## config.mk

```make
export PLATFORM = sky130hd
export DESIGN_NAME = pim_row_load_sequencer
export DESIGN_NICKNAME = d
export VERILOG_FILES = /design/src/rtl/pim_row_load_sequencer.sv
export SDC_FILE = /design/constraint.sdc
export NUM_CORES = 1
export LEC_CHECK = 0
export BUFFER_PORTS_ARGS = -buffer_cell sky130_fd_sc_hd__buf_2
export CAP_MARGIN = 30
export CORE_UTILIZATION = 49
export CTS_BUF_LIST = sky130_fd_sc_hd__clkbuf_8
export DETAILED_ROUTE_END_ITERATION = 6
export PLACE_DENSITY = 0.9
export SKIP_LAST_GASP = 1
export SYNTH_ARGS = -nofsm -noshare
export SYNTH_HDL_FRONTEND = slang
export SYNTH_SLANG_ARGS = --single-unit
```

## constraint.sdc

```tcl
create_clock -name clk -period 2.55 [get_ports clk]
set_input_delay 0.255 -clock clk [delete_from_list [all_inputs] [get_ports clk]]
set_output_delay 0.255 -clock clk [all_outputs]
set_load 0.01 [all_outputs]
```

## src/rtl/pim_row_load_sequencer.sv

```systemverilog
// Row-load sequencer for the PIM crossbar: takes a row count on start_load, then
// writes one upstream word per consecutive row, each write lasting WR_LAT cycles.
module pim_row_load_sequencer #(
  parameter int DATA_W = 16,
  parameter int ROWS   = 16,
  parameter int ADDR_W = $clog2(ROWS),
  parameter int WR_LAT = 2
) (
  input  logic              clk,
  input  logic              rst,
  input  logic              start_load,
  input  logic [ADDR_W:0]   num_rows,
  input  logic [DATA_W-1:0] in_data,
  input  logic              in_valid,
  output logic              in_ready,
  output logic [ADDR_W-1:0] row_addr,
  output logic [DATA_W-1:0] row_data,
  output logic              row_we,
  output logic              busy,
  output logic              done,
  output logic              err
);

  localparam int WC_W = (WR_LAT > 1) ? $clog2(WR_LAT) : 1;
  localparam logic [ADDR_W:0] ROWS_C = (ADDR_W+1)'(ROWS);
  localparam logic [ADDR_W:0] ONE_C  = (ADDR_W+1)'(1);

  typedef enum logic [1:0] {S_IDLE, S_ACCEPT, S_WRITE, S_DONE} state_t;

  state_t            state_reg, state_next;
  logic [ADDR_W:0]   cnt_reg, cnt_next;
  logic [WC_W-1:0]   wr_cnt_reg, wr_cnt_next;
  logic [ADDR_W-1:0] row_addr_reg, row_addr_next;
  logic [DATA_W-1:0] row_data_reg, row_data_next;
  logic              row_we_reg, row_we_next;
  logic              busy_reg, busy_next;
  logic              done_reg, done_next;
  logic              err_reg, err_next;

  always_ff @(posedge clk or posedge rst) begin
    if (rst) begin
      state_reg    <= S_IDLE;
      cnt_reg      <= '0;
      wr_cnt_reg   <= '0;
      row_addr_reg <= '0;
      row_data_reg <= '0;
      row_we_reg   <= 1'b0;
      busy_reg     <= 1'b0;
      done_reg     <= 1'b0;
      err_reg      <= 1'b0;
    end else begin
      state_reg    <= state_next;
      cnt_reg      <= cnt_next;
      wr_cnt_reg   <= wr_cnt_next;
      row_addr_reg <= row_addr_next;
      row_data_reg <= row_data_next;
      row_we_reg   <= row_we_next;
      busy_reg     <= busy_next;
      done_reg     <= done_next;
      err_reg      <= err_next;
    end
  end

  always_comb begin
    state_next    = state_reg;
    cnt_next      = cnt_reg;
    wr_cnt_next   = wr_cnt_reg;
    row_addr_next = row_addr_reg;
    row_data_next = row_data_reg;
    row_we_next   = 1'b0;
    err_next      = 1'b0;
    unique case (state_reg)
      S_IDLE: begin
        if (start_load) begin
          if (num_rows != '0 && num_rows <= ROWS_C) begin
            cnt_next      = num_rows;
            row_addr_next = '0;
            state_next    = S_ACCEPT;
          end else begin
            err_next = 1'b1;
          end
        end
      end
      S_ACCEPT: begin
        if (in_valid) begin
          row_data_next = in_data;
          wr_cnt_next   = WC_W'(WR_LAT - 1);
          row_we_next   = 1'b1;
          state_next    = S_WRITE;
        end
      end
      S_WRITE: begin
        if (wr_cnt_reg == '0) begin
          if ({1'b0, row_addr_reg} == cnt_reg - ONE_C) begin
            state_next = S_DONE;
          end else begin
            row_addr_next = row_addr_reg + 1'b1;
            state_next    = S_ACCEPT;
          end
        end else begin
          wr_cnt_next = wr_cnt_reg - 1'b1;
        end
      end
      S_DONE: state_next = S_IDLE;
      default: state_next = S_IDLE;
    endcase
    // busy/done are registered copies of the decode of the upcoming state
    busy_next = (state_next != S_IDLE);
    done_next = (state_next == S_DONE);
  end

  assign in_ready = (state_reg == S_ACCEPT);
  assign row_addr = row_addr_reg;
  assign row_data = row_data_reg;
  assign row_we   = row_we_reg;
  assign busy     = busy_reg;
  assign done     = done_reg;
  assign err      = err_reg;

endmodule
```

==> reports/metrics.csv <==
stage,metric,value,unit
logic_synthesis,number of synthesized flops with an enable pin,0,
logic_synthesis,post-synth top area cell,dfrtp_1,
setup_path,Worst Path Arrival,2.23,ns
place,Buffers on Ports,49,
clock_network,clk slew on worst S/H paths,0.06,ns
drt,drt drc,0,
cells_and_area,fin nets,196,
drt,1st-pass router iterations,4,
power_and_ir_drop,Leak,0.9153,nW
timing,final hold slack,0.04895,ns
cells_and_area,antenna cell count,0,
logic_synthesis,post-synth top area share,0.5590,
power_and_ir_drop,switch share,0.3510,
clock_network,CTS tree,done,
cells_and_area,Final Instance Area,1810,um2
cells_and_area,flip-flop count of the largest register after layout,16,
timing,Period minus WS final,2.030,ns
power_and_ir_drop,PwrDens,1182,nW/um2
logic_synthesis,Post-Synth XOR/XNOR Area,0.04629,
global_route,vias in the first global route,1078,
floorplanning,row count,19,
floorplanning,die width,56.07,um
drt,final wirelength,2697,um
clock_network,Skew-Pair Late Insertion Delay,0.28,ns
drt,vias per cell,5.470,
clock_network,hold_buf cts,0,
clock_network,Clock Tree Buf Depth,2,
flow_run,maxcap violations,0,
logic_synthesis,Yosys reg bits,32,
setup_path,Critical Path RT,2.75,ns
logic_synthesis,ys flop type,dfrtp_1,
logic_synthesis,synth top area cells,"dfrtp_1 56%, mux2_2 7.9%, mux2_1 7.1%",
setup_path,"Max FO, Critical Path",6,
drt,Iteration-0 DRC Markers,42,
logic_synthesis,largest family of logic cells by synthesized area,multiplexers,
timing,"Slew Viols, Final",0,
place,hpwl dp,2010,um
cells_and_area,area grow syn2layout,26.38,%
clock_network,total CTS buffers,5,
cells_and_area,FF/Latch Area,800.8,um2
floorplanning,die area,3144,um2
logic_synthesis,Simple-Gate Fraction of Synth Area,0.1389,
cells_and_area,fraction of layout cells with a size suffix above 1,0.4142,
logic_synthesis,post-synth cell types,31,
clock_network,Root Buffer,clkbuf_8,
floorplanning,core area,2758,um2
power_and_ir_drop,Net Sw Power,0.7510,mW
floorplanning,Die Ht,56.07,um
logic_synthesis,Syn Area/Cell,12.57,um2
timing,Post-Route Skew,0.002700,ns
hold_path,HP Class,input pin to asynchronous set/reset pin,
logic_synthesis,Post-synth top cells,"32 x dfrtp_1, 10 x mux2_2, 10 x nand2_1",
power_and_ir_drop,Flop pwr share,0.421,
power_and_ir_drop,Int Pwr,1.389,mW
logic_synthesis,YS warnings,0,
power_and_ir_drop,Gate power share,0.389,
setup_path,slowest CP cell,dfrtp_1,
logic_synthesis,Synth Area in Compound Gates,0.06900,
logic_synthesis,sequential share of the synthesized area,0.5590,
clock_network,post-CTS setup buffers,0,
clock_network,total clock sinks,32,
cells_and_area,Fillers,218,
timing,FMAX,0.4925,GHz
timing,Tcrit/Tclk final,0.7962,
logic_synthesis,post-synthesis async set-or-reset flop share,1.000,
setup_path,critical path cell sequence,inv_1 -> ha_1 -> nor4b_1 -> and2b_1 -> nor4b_2 -> or3_1 -> a21oi_1,
timing,Slew Limit Headroom,0.5238,
cells_and_area,area occupied by multi-input gates,603.1,um2
floorplanning,Initial Util,0.5195,
power_and_ir_drop,clock power share,0.189,
clock_network,H-tree Lvls,2,
setup_path,Worst setup EP type,register,
logic_synthesis,Cells after Synth,114,
logic_synthesis,cell with the most instances after synthesis,dfrtp_1,
power_and_ir_drop,peak supply drop,0.8966,mV
timing,setup TNS,0,ns
drt,Final ANT Viol Nets,0,
logic_synthesis,Synth Area in Adders,0.01747,
place,Placed Area,1714,um2
global_route,antenna violations before repair,0,
drt,Routed WL per cell,13.49,um
floorplanning,io pins,50,
global_route,first-pass GRT wire length,4581,um
drt,via count,1094,
logic_synthesis,Mapped Area,1433,um2
logic_synthesis,syn nets,141,
timing,RSZ-0062 raised after global routing,false,
outcome,status,"finished, final reports clean",
setup_path,CP max stage delay,0.40,ns
timing,final hold violations,0,
setup_path,WS Path Type,register to register,
global_route,total global-route track usage,0.1898,
timing,Worst Tran Pin Value,0.7126,ns
logic_synthesis,mux contribution to synthesized area,0.1493,
place,RePlAce Congestion,0.7470,
setup_path,Worst setup SP type,register,
global_route,Overflow after GRT,0,
clock_network,"Gates resized, CTS repair",0,
global_route,largest net degree at the start of global routing,33,
timing,setup violators final,0,
worst max-delay path, delay by kind of cell (launching register included):
| kind | cells | cell delay, ns |
|---|---|---|
| fa+ha+maj | 1 | 0.23 |
| simple gates | 4 | 1.11 |
| compound gates | 1 | 0.15 |
| buf+inv | 1 | 0.09 |
| flops | 1 | 0.40 |
final timing paths:
| kind | start | end | slack (ns) | cells past startpoint |
|---|---|---|---|---|
| setup / recovery | cnt_reg[0] | row_addr[3] | 0.52 | 7 |
| hold / removal | rst | state_reg[0] | 0.05 | 3 |
| setup reg to reg | cnt_reg[0] | row_addr[3] | 0.52 | 7 |
| hold reg to reg | row_data[4] | row_data[4] | 0.49 | 1 |
| max in group asynchronous | rst | cnt_reg[3] | 2.22 | 3 |
| min in group clk | in_data[14] | row_data[14] | 0.19 | 2 |
cell families (layout without fill, tap and decap cells):
kind of cell | Yosys count | after routing
DFF | 32 | 32
and+or+nand+nor | 32 | 32
muxes | 19 | 19
AOI/OAI and AO/OA | 16 | 16
buffers and inverters | 7 | 62
xor gates and xnor gates | 6 | 6
adders and majority gates | 2 | 2
final cells by class:
type,count,area share
inverters,5,0.01037
repair buffers,50,0.1396
clock buffers,7,0.05321
flip-flops and latches,32,0.4423
multi-input cells,75,0.3331
well taps,31,0.02142
per-stage QoR:
step                cells  utilization  setup WS, ns  power, mW
floorplan             114            -        0.7182      1.444
global placement      193       0.6216        0.6608      1.689
detailed placement    193       0.6216        0.5501      1.749
CTS                   200       0.6565        0.5324      2.164
global route          200       0.6565        0.4147      2.285
finish                200       0.6565        0.5197      2.140
power groups by stage:
| stage | clock (mW) | sequential [mW] | combinational [mW] |
|---|---|---|---|
| finish | 0.405 | 0.901 | 0.833 |
| global route | 0.437 | 0.931 | 0.917 |
| CTS | 0.417 | 0.901 | 0.845 |
| detailed placement | 0 | 0.908 | 0.841 |
| global placement | 0 | 0.889 | 0.799 |
| floorplan | 0 | 0.960 | 0.484 |
placed cells by master (no fill, tap or decap):
cell / instances
inv_1: 5
xnor2_1: 3
buf_2: 49
ha_1: 2
nor4_1: 1
nor4b_1: 2
o2111ai_1: 1
nand2_1: 10
nor4b_2: 1
and2b_1: 1
nor4_4: 1
nand3b_1: 1
nand2b_1: 2
buf_4: 1
or3b_1: 1
dfrtp_1: 32
o21ai_1: 4
nor2b_1: 1
a32oi_2: 1
o21ai_0: 7
nor4bb_1: 1
and2_1: 1
xnor3_1: 1
o41ai_1: 1
or3_1: 2
nor3_1: 1
mux2_1: 9
nor2_1: 5
xor2_1: 2
clkbuf_8: 7
and3_1: 1
a21oi_1: 2
mux2_2: 10
routing by layer:
layer | part of all wire | up-vias | GRT usage
li1 | - | 507 | -
met2 | 0.50 | 47 | 0.3265
met1 | 0.41 | 535 | 0.2136
met4 | 0.013 | 0 | 0.08014
met3 | 0.076 | 5 | 0.06512
met5 | 0 | - | 0
No activity file was read; power rests on OpenSTA's default activity.
